## src/rtl/xor_decrypt_stream_if.sv

```systemverilog
// Byte-stream handshake bundle for xor_decrypt_stream.
// master drives control and bytes in; slave is the decryptor.
interface xor_decrypt_stream_if #(
  parameter int KEY_SIZE = 32
);
  logic                iStart;
  logic [KEY_SIZE-1:0] iKey;
  logic [7:0]          iCipher_byte;
  logic                iCipher_valid;
  logic                oCipher_ready;
  logic [7:0]          oPlain_byte;
  logic                oPlain_valid;
  logic                iPlain_ready;
  logic                oBusy;
  logic                oDecrypt_done;

  modport master (
    output iStart, iKey, iCipher_byte,
    output iCipher_valid, iPlain_ready,
    input  oCipher_ready, oPlain_byte,
    input  oPlain_valid, oBusy, oDecrypt_done
  );

  modport slave (
    input  iStart, iKey, iCipher_byte,
    input  iCipher_valid, iPlain_ready,
    output oCipher_ready, oPlain_byte,
    output oPlain_valid, oBusy, oDecrypt_done
  );
endinterface

```

## src/rtl/xor_decrypt_stream.sv

```systemverilog
// Byte-serial XOR decryptor: load N cipher bytes, drain N plain bytes.
// Optional XOR_DECRYPT_CKSUM_EN adds oChecksum (running XOR of plaintext).
module xor_decrypt_stream #(
  parameter int KEY_SIZE = 32,
  parameter int MSG_SIZE = 512
) (
  input  logic iClk,
  input  logic iRst,
  xor_decrypt_stream_if.slave bus
`ifdef XOR_DECRYPT_CKSUM_EN
  ,
  output logic [7:0] oChecksum
`endif
);

  localparam int N  = MSG_SIZE / 8;
  localparam int K  = KEY_SIZE / 8;
  localparam int CW = $clog2(N) + 1;
  localparam int AW = $clog2(N);
  localparam int KW = (K > 1) ? $clog2(K) : 1;

  typedef enum logic [1:0] {
    S_IDLE,
    S_LOAD,
    S_DRAIN,
    S_DONE
  } state_t;

  state_t r_state;
  state_t w_next;

  logic [KEY_SIZE-1:0] r_key;
  logic [7:0]          r_buf [N];
  logic [CW-1:0]       r_in_cnt;
  logic [CW-1:0]       r_out_cnt;
  logic [KW-1:0]       r_kidx;

  logic       w_start;
  logic       w_in_fire;
  logic       w_out_fire;
  logic [7:0] w_key_byte;
  logic [7:0] w_plain;

`ifdef XOR_DECRYPT_CKSUM_EN
  logic [7:0] r_cksum;
  assign oChecksum = r_cksum;
`endif

  assign w_key_byte = r_key[KEY_SIZE-1-8*r_kidx -: 8];
  assign w_plain    = bus.iCipher_byte ^ w_key_byte;

  // State register
  always_ff @(posedge iClk or posedge iRst) begin
    if (iRst) r_state <= S_IDLE;
    else      r_state <= w_next;
  end

  // Next-state and handshake decode
  always_comb begin
    w_next     = r_state;
    w_start    = 1'b0;
    w_in_fire  = 1'b0;
    w_out_fire = 1'b0;
    unique case (r_state)
      S_IDLE, S_DONE: begin
        if (bus.iStart) begin
          w_start = 1'b1;
          w_next  = S_LOAD;
        end
      end
      S_LOAD: begin
        w_in_fire = bus.iCipher_valid;
        if (w_in_fire && r_in_cnt == CW'(N - 1))
          w_next = S_DRAIN;
      end
      S_DRAIN: begin
        w_out_fire = bus.iPlain_ready;
        if (w_out_fire && r_out_cnt == CW'(N - 1))
          w_next = S_DONE;
      end
      default: w_next = S_IDLE;
    endcase
  end

  // Key latch, buffer write, counters
  always_ff @(posedge iClk or posedge iRst) begin
    if (iRst) begin
      r_key     <= '0;
      r_in_cnt  <= '0;
      r_out_cnt <= '0;
      r_kidx    <= '0;
      for (int i = 0; i < N; i++) r_buf[i] <= 8'h00;
`ifdef XOR_DECRYPT_CKSUM_EN
      r_cksum   <= 8'h00;
`endif
    end else begin
      if (w_start) begin
        r_key     <= bus.iKey;
        r_in_cnt  <= '0;
        r_out_cnt <= '0;
        r_kidx    <= '0;
`ifdef XOR_DECRYPT_CKSUM_EN
        r_cksum   <= 8'h00;
`endif
      end
      if (w_in_fire) begin
        r_buf[r_in_cnt[AW-1:0]] <= w_plain;
        r_in_cnt <= r_in_cnt + 1'b1;
        if (r_kidx == KW'(K - 1)) r_kidx <= '0;
        else                      r_kidx <= r_kidx + 1'b1;
`ifdef XOR_DECRYPT_CKSUM_EN
        r_cksum <= r_cksum ^ w_plain;
`endif
      end
      if (w_out_fire)
        r_out_cnt <= r_out_cnt + 1'b1;
    end
  end

  // Outputs decoded from registered state
  always_comb begin
    bus.oCipher_ready = (r_state == S_LOAD);
    bus.oPlain_valid  = (r_state == S_DRAIN);
    bus.oBusy         = (r_state == S_LOAD) ||
                        (r_state == S_DRAIN);
    bus.oDecrypt_done = (r_state == S_DONE);
    bus.oPlain_byte   = 8'h00;
    if (r_state == S_DRAIN)
      bus.oPlain_byte = r_buf[r_out_cnt[AW-1:0]];
  end

endmodule

```

## src/flat_wrapper.sv

```systemverilog
// flat-port wrapper written by rule: the top's interface ports become plain ports
module xor_decrypt_stream_flat 
#(
  parameter int KEY_SIZE = 32,
  parameter int MSG_SIZE = 512
)
  (iClk, iRst, bus_iStart, bus_iKey, bus_iCipher_byte, bus_iCipher_valid, bus_iPlain_ready, bus_oCipher_ready, bus_oPlain_byte, bus_oPlain_valid, bus_oBusy, bus_oDecrypt_done);
  xor_decrypt_stream_if #(.KEY_SIZE(KEY_SIZE)) bus_i ();
  input  logic iClk;
  input  logic iRst;
  input wire logic [$bits(bus_i.iStart)-1:0] bus_iStart;
  input wire logic [$bits(bus_i.iKey)-1:0] bus_iKey;
  input wire logic [$bits(bus_i.iCipher_byte)-1:0] bus_iCipher_byte;
  input wire logic [$bits(bus_i.iCipher_valid)-1:0] bus_iCipher_valid;
  input wire logic [$bits(bus_i.iPlain_ready)-1:0] bus_iPlain_ready;
  output wire logic [$bits(bus_i.oCipher_ready)-1:0] bus_oCipher_ready;
  output wire logic [$bits(bus_i.oPlain_byte)-1:0] bus_oPlain_byte;
  output wire logic [$bits(bus_i.oPlain_valid)-1:0] bus_oPlain_valid;
  output wire logic [$bits(bus_i.oBusy)-1:0] bus_oBusy;
  output wire logic [$bits(bus_i.oDecrypt_done)-1:0] bus_oDecrypt_done;
  assign bus_i.iStart = bus_iStart;
  assign bus_i.iKey = bus_iKey;
  assign bus_i.iCipher_byte = bus_iCipher_byte;
  assign bus_i.iCipher_valid = bus_iCipher_valid;
  assign bus_i.iPlain_ready = bus_iPlain_ready;
  assign bus_oCipher_ready = bus_i.oCipher_ready;
  assign bus_oPlain_byte = bus_i.oPlain_byte;
  assign bus_oPlain_valid = bus_i.oPlain_valid;
  assign bus_oBusy = bus_i.oBusy;
  assign bus_oDecrypt_done = bus_i.oDecrypt_done;
  xor_decrypt_stream #(.KEY_SIZE(KEY_SIZE), .MSG_SIZE(MSG_SIZE)) u_core (.iClk(iClk), .iRst(iRst), .bus(bus_i));
endmodule
```

## config.mk

```make
export PLATFORM = sky130hd
export DESIGN_NAME = xor_decrypt_stream_flat
export DESIGN_NICKNAME = d
export VERILOG_FILES = /design/src/rtl/xor_decrypt_stream_if.sv /design/src/rtl/xor_decrypt_stream.sv /design/src/flat_wrapper.sv
export SDC_FILE = /design/constraint.sdc
export NUM_CORES = 1
export LEC_CHECK = 0
export ABC_AREA = 0
export CAP_MARGIN = 10
export CORE_MARGIN = 1
export CORE_UTILIZATION = 30
export CTS_BUF_LIST = sky130_fd_sc_hd__clkbuf_4
export CTS_CLUSTER_SIZE = 10
export DETAILED_ROUTE_END_ITERATION = 6
export PLACE_DENSITY = 0.46
export SLEW_MARGIN = 20
export SYNTH_ARGS = -nofsm -noshare
export SYNTH_HDL_FRONTEND = slang
export SYNTH_SLANG_ARGS = --single-unit
```

## constraint.sdc

```tcl
create_clock -name iClk -period 26.3 [get_ports iClk]
set_input_delay 5.26 -clock iClk [delete_from_list [all_inputs] [get_ports iClk]]
set_output_delay 5.26 -clock iClk [all_outputs]
set_load 0.05 [all_outputs]
```

; ---- Word-level counts from Yosys, hierarchy flattened
; Index checks and enable logic that the tools add are counted.
[word_totals]
register_bits = 562
in_bits = 45
output_inout_bits = 12
elab_cells = 119
[op_classes]
n_addsub = 4
n_lt_le_gt_ge = 3
eq_ne = 9
n_shift = 1
mux = 21
n_bitwise = 3
n_reduce_logical = 9
[op_table]
columns = cell, count
row1 = bitwise mux 512 bit, 1
row2 = binary-select mux 8 bit (select 6 bit), 1
row3 = demux 8 bit (select 6 bit), 1
row4 = indexed part select 39 x 33 -> 8 bit, 1
row5 = 2-to-1 mux 8 bit, 4
row6 = 2-to-1 mux 7 bit, 3
row7 = "adder 7 x 1 -> 7 bit, second input constant", 2
row8 = "== test 7 x 6 -> 1 bit, second input constant", 2
row9 = "greater-or-equal comparator 7 bit, second input constant", 2
row10 = NOT 6 -> 7 bit, 2
row11 = 2-to-1 mux 2 bit, 6
row12 = bitwise XOR 8 bit, 1
row13 = "less-than comparator 7 x 1 -> 1 bit, second input constant", 1
row14 = "== test 2 bit, second input constant", 3
row15 = one-hot mux 2 bit (3 select lines), 1
row16 = "subtractor 5 x 5 -> 6 bit, first input constant", 1
row17 = 2-to-1 mux 1 bit, 4
row18 = "!= test 2 x 1 -> 1 bit, second input constant", 2
row19 = nonzero test 2 bit, 2
row20 = logical AND 1 bit, 3
row21 = AND reduction 3 bit, 1
row22 = "adder 2 x 1 -> 2 bit, second input constant", 1
row23 = "== test 2 x 1 -> 1 bit, second input constant", 1
row24 = zero test 2 bit, 1
row25 = other kinds (3), 3

; ---- Depth between registers and ports, before layout
; Gate-level depths: netlist (run 1).
[depth]
depth_word = 6
mapped_depth = 9
mapped_depth_nobuf = 7

; ---- Worst setup path before layout (run 1)
; No wires, ideal clock.
[synth_path]
path_kind = register to output
startpoint = reg u_core.r_state[0]
endpoint = out bus_oPlain_byte[7]
arrival_time_ns = 2.618
required_time_ns = 21.040
slack_ns = 18.422
path_stages_with_launch = 7
path_buffers = 1
path_cell_list = dfrtp_1 inv_1 ha_1 buf_6 and2_2 nand2_1 o311ai_1
[synth_via]
elab_chain_len = 2
[synth_lines]
columns = element, line_no
row1 = "start, declared", xor_decrypt_stream.sv:29  ; state_t r_state;
row2 = "start signal, assigned", xor_decrypt_stream.sv:55  ; else r_state <= w_next;
row3 = == test 2 bit, -
row4 = net bus_oPlain_valid, flat_wrapper.sv:18  ; output wire logic [$bits(bus_i.oPlain_valid)-1:0] bus_oPlain_valid;
row5 = 2-to-1 mux 8 bit, xor_decrypt_stream.sv:128  ; if (r_state == S_DRAIN)
row6 = "end, declared", flat_wrapper.sv:17  ; output wire logic [$bits(bus_i.oPlain_byte)-1:0] bus_oPlain_byte;
; The timed path passes the listed nets, and every way through them passes these cells.

; ---- Final worst setup path (run 1)
[layout_path]
startpoint = reg u_core.r_out_cnt[0]
endpoint = out bus_oPlain_byte[0]
[layout_via]
elab_chain_len = 5
[layout_lines]
columns = element, line_no
row1 = "start, declared", xor_decrypt_stream.sv:35  ; logic [CW-1:0] r_out_cnt;
row2 = "start signal, assigned", xor_decrypt_stream.sv:116  ; r_out_cnt <= r_out_cnt + 1'b1;
row3 = NOT 6 -> 7 bit (not written as such), xor_decrypt_stream.sv:129  ; bus.oPlain_byte = r_buf[r_out_cnt[AW-1:0]];
row4 = binary-select mux 8 bit (select 6 bit), xor_decrypt_stream.sv:129
row5 = 2-to-1 mux 8 bit (not written as such) (2 in series), xor_decrypt_stream.sv:129
row6 = 2-to-1 mux 8 bit, xor_decrypt_stream.sv:128
; Every way passes these cells. The select of a mux whose other input is x is not followed.

==> qor.txt, run 1 <==
DETAILED ROUTING
--------------------------------------------------------------------------------------------------
Initial DRC Count ...................................................................        1,208
Vias per cell .......................................................................         5.03
Detailed-router iteration count before antenna repair ...............................            6
Number of nets still failing antenna checks after routing ...........................            0
Remaining design rule violation count ...............................................            0
Number of vias in the routed layout .................................................        17.7k
Detailed-route wire length per cell .................................................      20.9 um
Final Routed Wirelength .............................................................    73,600 um

SETUP PATH
--------------------------------------------------------------------------------------------------
Worst endpoint required time ........................................................     21.04 ns
Critical Path Sink Type .............................................................  output port
Critical-path maximum fanout ........................................................           48
Category of the worst setup path launch point .......................................    flip-flop
Critical path, cell by cell ......................................................... buf_4 -> mux4_1 -> nor2b_1 -> a211oi_1 -> or4_2 -> nand4_1 -> clkdlybuf4s50_1
Master of the slowest instance on the critical path ................................. clkdlybuf4s50_1
Crit path largest cell delay ........................................................      0.86 ns
Critical path start-end classification .............................................. flip-flop to output port
CP Data Arrival Time ................................................................      5.07 ns

GLOBAL ROUTE
--------------------------------------------------------------------------------------------------
Maximum number of pins on one net before global-route repair ........................          178
GR Layer Usage met2 .................................................................        0.279
Number of global-route vias before repair ...........................................        18.6k
Wire length of the first global-routing pass ........................................   114,000 um
Most used routing layer in global routing ...........................................         met2
Total Routing Usage GR ..............................................................        0.178
Met3 layer usage reported by global route ...........................................       0.0469
Total overflow reported by the global router ........................................            0
Antenna violations before repair ....................................................            4
Global-route met1 utilization .......................................................        0.230

STA
--------------------------------------------------------------------------------------------------
Share of the clock period used by the worst path after layout .......................        0.393
Summed negative setup slack over all endpoints ......................................         0 ns
Final Slew Violations ...............................................................            0
Maximum frequency from static timing analysis .......................................     96.8 MHz
Hold Fails Final Rpt ................................................................            0
Transition time at the pin with the least slew margin ...............................      1.08 ns
Post-route clock skew ...............................................................    0.0806 ns
Setup repair after global routing missed its margin .................................        false
Final period demand of the worst path ...............................................     10.33 ns
Final setup violating endpoints .....................................................            0
Headroom to the max-slew limit ......................................................        0.278
Final-layout worst hold slack .......................................................     0.473 ns

PLACED DESIGN
--------------------------------------------------------------------------------------------------
Cell area after placement ........................................................... 0.0266 sq mm
Final estimated routing congestion in global placement ..............................        0.847
Count of buffers inserted at the top-level ports ....................................           56
Dpl hpwl ............................................................................    44,900 um

HOLD PATH
--------------------------------------------------------------------------------------------------
Type of the worst min-delay path .................................................... flip-flop to flip-flop

CELLS AND AREA
--------------------------------------------------------------------------------------------------
Total number of nets in the final design ............................................        2,369
Fill cell total of the finished layout ..............................................        8,392
Fraction of layout cells with a size suffix above 1 .................................        0.209
Layout overhead on the synthesized area .............................................        13.7%
Post-route design area .............................................................. 0.0288 sq mm

POWER AND IR DROP
--------------------------------------------------------------------------------------------------
Int Pwr .............................................................................    0.00157 W
Power density normalized to cell area ............................................... 79.6 mW/mm^2
Comb power frac .....................................................................        0.174
Leakage power summed over all cells .................................................      12.7 nW
Maximum vdd ir drop .................................................................  0.0000359 V
Clock Power Share ...................................................................        0.369
Relative contribution of sequential cells to total power ............................        0.457
Sw Pwr ..............................................................................   0.000721 W
Net switching fraction of the power .................................................        0.315

CLOCKING
--------------------------------------------------------------------------------------------------
Root Buffer Master ..................................................................     clkbuf_4
Largest buffer count on any clock path ..............................................            3
Post-CTS resize count ...............................................................            0
Hold buffer count at CTS ............................................................            0
Clock latency on the worst-skew pair ................................................      1.01 ns
Clock transition time at the flip-flop clock pins of the worst setup and hold paths .      0.06 ns
# Post-CTS Setup Buffers ............................................................            0
CTS Buf Count .......................................................................          163
CTS tree ............................................................................          yes
# H-tree levels .....................................................................            4
CTS sink cnt ........................................................................          562

SYNTHESIS
--------------------------------------------------------------------------------------------------
Proportion of synthesized chip area in sequential cells .............................        0.556
Main combinational cell family by area after synthesis .............................. multiplexers
Post-synth top area cell ............................................................      dfrtp_1
Cell area after synthesis ........................................................... 0.0253 sq mm
Portion of synthesized cell area occupied by the leading cell type ..................        0.556
Number of storage elements in the synthesis netlist .................................          562
Fraction of synthesized area in multiplexers ........................................        0.157
Complex-gate fraction of the synthesized area .......................................        0.122
Synthesized netlist cell count ......................................................        2,245
Synth Area in Simple Gates ..........................................................        0.115
Average cell area after synthesis ...................................................   11.3 sq um
Nets in the synthesized netlist .....................................................        2,296
Top post-synthesis cells by area .................................................... dfrtp_1 56%, mux4_2 11%, a21oi_1 7.2%, nor2_1 5.7%, o21ai_0 3.5%
Number of synthesized flops with an enable pin ......................................            0
Commonest register cell after synthesis .............................................      dfrtp_1
Proportion of synthesized flip-flops having asynchronous set or reset ...............         1.00
Count of yosys warnings during synthesis ............................................            0
Parity-gate share of the synthesized area counting xor and xnor cells ...............      0.00549
Distinct cells, synth ...............................................................           63
Area share of fa/ha/maj cells after synthesis .......................................      0.00297

FLOORPLANNING
--------------------------------------------------------------------------------------------------
Overall die area .................................................................... 0.0855 sq mm
Row count ...........................................................................          106
Die Wd ..............................................................................       292 um
Die Span Y ..........................................................................       292 um
Core area ........................................................................... 0.0836 sq mm
Initial standard-cell utilization of the core .......................................        0.303
Io pins .............................................................................           57

JOB
--------------------------------------------------------------------------------------------------
Number of max-cap violations ........................................................            0

STATUS
--------------------------------------------------------------------------------------------------
Result of the run ................................................................... finished, final reports clean

-- layout by cell type (no fill, tap or decap), types with 5 or more instances in the layout --
cell / synthesis / routed
ha_1: 6 / 6
buf_4: 14 / 31
o22ai_1: 12 / 12
o211ai_1: 5 / 5
or3_1: 5 / 5
mux2_2: 42 / 42
xnor2_4: 0 / 8
nor3_4: 3 / 11
clkinv_1: 2 / 28
mux2i_1: 22 / 22
mux4_1: 18 / 18
nor2_2: 8 / 13
clkdlybuf4s50_1: 0 / 56
clkbuf_4: 0 / 237
nor3_2: 17 / 9
nand2b_1: 7 / 7
nand2_1: 196 / 196
o21ai_0: 176 / 176
nor2_1: 385 / 380
dfrtp_1: 562 / 559
o21ai_1: 11 / 11
a21oi_1: 364 / 364
mux4_2: 125 / 125
diode_2: 0 / 6
nor2b_1: 5 / 5
a31oi_1: 5 / 5
nand3_1: 16 / 16
bufinv_16: 0 / 5
-- final timing paths --
check,cells after the start,start,endpoint,slack (ns)
worst max-delay path,7,u_core.r_out_cnt[0]$_DFFE_PP0P_,bus_oPlain_byte[0],15.97
worst min-delay path,2,u_core.r_buf[240]$_DFFE_PP0P_,u_core.r_buf[240]$_DFFE_PP0P_,0.47
worst max register to register,7,u_core.r_out_cnt[1]$_DFFE_PP0P_,u_core.r_state[0]$_DFFE_PP0P_,22.66
worst min register to register,2,u_core.r_buf[240]$_DFFE_PP0P_,u_core.r_buf[240]$_DFFE_PP0P_,0.47
max in group asynchronous,4,iRst,u_core.r_buf[100]$_DFFE_PP0P_,19.11
min in group asynchronous,2,iRst,u_core.r_key[25]$_DFFE_PP0P_,4.79
-- power groups by stage --
stage | clock network, W | registers [W] | logic (W)
finish | 0.000845 | 0.00105 | 0.000400
global route | 0.000926 | 0.00106 | 0.000436
CTS | 0.000876 | 0.00105 | 0.000400
detailed placement | 0 | 0.00106 | 0.000400
global placement | 0 | 0.00106 | 0.000389
floorplan | 0 | 0.00102 | 0.000287
-- critical path: cells and delay by family, from the launching register on --
kind	cells	cell delay, ns
mux	1	0.40
compound gates	1	0.09
flops	1	0.79
buf+inv	2	1.67
simple gates	3	1.08
-- cell families (layout without fill, tap and decap cells) --
kind of cell    after synthesis  count (layout)
buf+inv                     188             376
xor+xnor                      9               9
fa+ha+maj                     6               6
flops                       562             562
mux                         207             207
simple gates                679             679
compound gates              594             594
other cells                   0               6
-- Yosys cell counts (4+ instances only) --
cell / number
or3_1: 5
nand2_1: 196
mux4_2: 125
nor2_1: 385
a31oi_1: 5
clkbuf_1: 44
clkbuf_8: 4
a211oi_1: 4
a21oi_1: 364
buf_6: 9
buf_4: 14
inv_1: 5
buf_2: 101
mux2_2: 42
nand2b_1: 7
xnor2_2: 8
nor3_2: 17
o21ai_1: 11
mux4_1: 18
o211ai_1: 5
nor2_2: 8
o21ai_0: 176
nor2b_1: 5
nand3_1: 16
ha_1: 6
mux2i_1: 22
dfrtp_1: 562
o22ai_1: 12
nor3_1: 4
buf_1: 6
-- registers in the layout (all words and copies together), names as in the netlist --
| register | cells |
|---|---|
| u_core.r_out_cnt | 7 |
| u_core.r_kidx | 2 |
| u_core.r_in_cnt | 7 |
| u_core.r_key | 32 |
| u_core.r_buf | 512 |
| u_core.r_state | 2 |
-- routing by layer --
| layer | wire [um] | vias to the layer above |
|---|---|---|
| li1 | - | 8191 |
| met2 | 34500 | 505 |
| met3 | 4610 | 159 |
| met4 | 2650 | 4 |
| met1 | 31800 | 8839 |
| met5 | 22 | - |
-- metrics by stage --
stage | power, W | setup WS, ns | utilization | cells
2_1_floorplan | 0.00131 | 5.32 | - | 2245
3_3_place_gp | 0.00145 | 16.91 | 0.318 | 3233
3_5_place_dp | 0.00146 | 16.90 | 0.318 | 3233
4_1_cts | 0.00232 | 15.80 | 0.343 | 3513
5_1_grt | 0.00242 | 15.63 | 0.344 | 3517
6_report | 0.00229 | 15.97 | 0.344 | 3519
-- layout make-up --
cell class	count	area, sq um	area share
flip-flops and latches	562	14100	0.489
multi-input cells	1495	10400	0.360
clock buffers	237	1780	0.0618
well taps	1080	1350	0.0470
repair buffers	89	833	0.0290
clock inverters	43	318	0.0110
inverters	7	33.8	0.00117
diodes	6	15.0	0.000522
Note: power is estimated with default switching activity, not from simulation.
==> inputs of run 2 (changes only) <==
clock period = 9.6 ns   (was 26.3 ns; I/O delays follow)
==> qor.txt, run 2 (synthesis results as in run 1) <==
STATUS
--------------------------------------------------------------------------------------------------
Result of the run ................................................................... finished, final reports clean

FLOORPLANNING
--------------------------------------------------------------------------------------------------
Die Wd ..............................................................................       292 um
Die Span Y ..........................................................................       292 um
Io pins .............................................................................           57
Overall die area .................................................................... 0.0855 sq mm
Row count ...........................................................................          106
Initial standard-cell utilization of the core .......................................        0.303
Core area ........................................................................... 0.0836 sq mm

SETUP PATH
--------------------------------------------------------------------------------------------------
Worst endpoint required time ........................................................      7.68 ns
Critical-path maximum fanout ........................................................           41
Buf/Inv on CP .......................................................................            2
Master of the slowest instance on the critical path ................................. clkdlybuf4s50_1
CP Data Arrival Time ................................................................      4.83 ns
Critical path, cell by cell ......................................................... buf_4 -> mux4_2 -> mux4_2 -> o21ai_1 -> o21ai_1 -> clkdlybuf4s50_1
Category of the worst setup path launch point .......................................    flip-flop
Crit path max-delay family .......................................................... buffers and inverters
Critical path start-end classification .............................................. flip-flop to output port
Critical Path Sink Type .............................................................  output port
Crit path largest cell delay ........................................................      0.76 ns

GLOBAL ROUTE
--------------------------------------------------------------------------------------------------
Number of global-route vias before repair ...........................................        18.2k
Maximum number of pins on one net before global-route repair ........................          187
Wire length of the first global-routing pass ........................................   113,000 um
Antenna violations before repair ....................................................            3
Total Routing Usage GR ..............................................................        0.175
Global-route met1 utilization .......................................................        0.231
Most used routing layer in global routing ...........................................         met2
GR Layer Usage met2 .................................................................        0.280
Met3 layer usage reported by global route ...........................................       0.0390
Total overflow reported by the global router ........................................            0

DETAILED ROUTING
--------------------------------------------------------------------------------------------------
Vias per cell .......................................................................         5.01
Number of nets still failing antenna checks after routing ...........................            0
Remaining design rule violation count ...............................................            0
Final Routed Wirelength .............................................................    72,600 um
Detailed-router iteration count before antenna repair ...............................            5
Detailed-route wire length per cell .................................................      20.7 um
Number of vias in the routed layout .................................................        17.6k
Initial DRC Count ...................................................................          983

STA
--------------------------------------------------------------------------------------------------
Transition time at the pin with the least slew margin ...............................      1.09 ns
Fin worst setup slack ...............................................................      2.85 ns
Maximum frequency from static timing analysis .......................................      148 MHz
Final setup violating endpoints .....................................................            0
Hold Fails Final Rpt ................................................................            0
Setup repair after global routing missed its margin .................................        false
Summed negative setup slack over all endpoints ......................................         0 ns
Final-layout worst hold slack .......................................................     0.474 ns
Post-route clock skew ...............................................................    0.0919 ns
Final Slew Violations ...............................................................            0
Final period demand of the worst path ...............................................      6.75 ns
Headroom to the max-slew limit ......................................................        0.270
Share of the clock period used by the worst path after layout .......................        0.703

CLOCKING
--------------------------------------------------------------------------------------------------
CTS Buf Count .......................................................................          163
# H-tree levels .....................................................................            4
Root Buffer Master ..................................................................     clkbuf_4
Clock transition time at the flip-flop clock pins of the worst setup and hold paths .      0.07 ns
CTS tree ............................................................................          yes
Largest buffer count on any clock path ..............................................            3
Hold buffer count at CTS ............................................................            0
Clock latency on the worst-skew pair ................................................      1.02 ns
Post-CTS resize count ...............................................................            0
CTS sink cnt ........................................................................          562
# Post-CTS Setup Buffers ............................................................            0

PLACED DESIGN
--------------------------------------------------------------------------------------------------
Count of buffers inserted at the top-level ports ....................................           56
Dpl hpwl ............................................................................    45,200 um
Cell area after placement ........................................................... 0.0266 sq mm
Final estimated routing congestion in global placement ..............................        0.817
Worst slack at placement ............................................................      3.81 ns

POWER AND IR DROP
--------------------------------------------------------------------------------------------------
Maximum vdd ir drop .................................................................   0.000109 V
Power density normalized to cell area ...............................................  215 mW/mm^2
Total power .........................................................................    0.00618 W
Leakage power summed over all cells .................................................      12.7 nW

JOB
--------------------------------------------------------------------------------------------------
Number of max-cap violations ........................................................            0

CELLS AND AREA
--------------------------------------------------------------------------------------------------
Most common library cell in the layout ignoring fill and taps .......................      dfrtp_1
Max FFs per register ................................................................          512
Fraction of layout cells with a size suffix above 1 .................................        0.208
Layout overhead on the synthesized area .............................................        13.7%
Leading cell types in the layout, fill and taps excluded ............................ 559 x dfrtp_1, 377 x nor2_1, 364 x a21oi_1, 230 x clkbuf_4, 196 x nand2_1
Total number of nets in the final design ............................................        2,372
Largest registers in the final layout ............................................... u_core.r_buf x512, u_core.r_key x32
Register name with the most flops ................................................... u_core.r_buf
Post-route design area .............................................................. 0.0288 sq mm

HOLD PATH
--------------------------------------------------------------------------------------------------
Type of the worst min-delay path .................................................... flip-flop to flip-flop

==> run 2: changes by cell type in the layout (fill, tap and decap cells not counted), sizes merged <==
cell      delta
inv          -1
clkbuf       -7
clkinvlp     -1
diode        +1
clkinv       -4
buf          +3
==> run 2: path summary, 6_finish.rpt <==
check / start / endpoint / slack, ns / depth (start not counted)
min in group asynchronous: iRst / u_core.r_buf[469]$_DFFE_PP0P_ / 1.22 / 2
max in group asynchronous: iRst / u_core.r_buf[51]$_DFFE_PP0P_ / 6.48 / 5
hold reg to reg: u_core.r_buf[248]$_DFFE_PP0P_ / u_core.r_buf[248]$_DFFE_PP0P_ / 0.47 / 2
hold / removal: u_core.r_buf[248]$_DFFE_PP0P_ / u_core.r_buf[248]$_DFFE_PP0P_ / 0.47 / 2
setup / recovery: u_core.r_out_cnt[0]$_DFFE_PP0P_ / bus_oPlain_byte[2] / 2.85 / 6
setup reg to reg: u_core.r_state[1]$_DFFE_PP0P_ / u_core.r_buf[19]$_DFFE_PP0P_ / 6.02 / 6
==> run 2: final cells by class <==
class / instances / area, sq um
well taps: 1080 / 1350
multi-input cells: 1495 / 10400
flip-flops and latches: 562 / 14100
fillers: 8408 / 54800
clock inverters: 37 / 294
clock buffers: 230 / 1730
diodes: 7 / 17.5
repair buffers: 92 / 892
inverters: 7 / 30.0
==> run 2: worst min-delay path, stage by stage, from the launching register on <==
cell     delay [ns]
dfrtp_1        0.34
nand2_1        0.05
o21ai_0        0.06
==> run 2: where the power goes <==
group,internal (W),switching (W)
clock network,0.00122,0.00103
logic,0.000381,0.000705
registers,0.00266,0.000180
total,0.00427,0.00191
==> run 2: metal layers <==
layer | share of wire | vias to the layer above
met5 | 0.00019 | -
met1 | 0.45 | 8814
met2 | 0.48 | 439
met3 | 0.047 | 143
li1 | - | 8177
met4 | 0.030 | 2
==> run 2: stage by stage <==
stage | utilization | cells
after CTS | 0.343 | 3502
after global placement | 0.318 | 3235
after detailed placement | 0.319 | 3235
final | 0.344 | 3510
after global routing | 0.344 | 3508
after floorplan | - | 2245
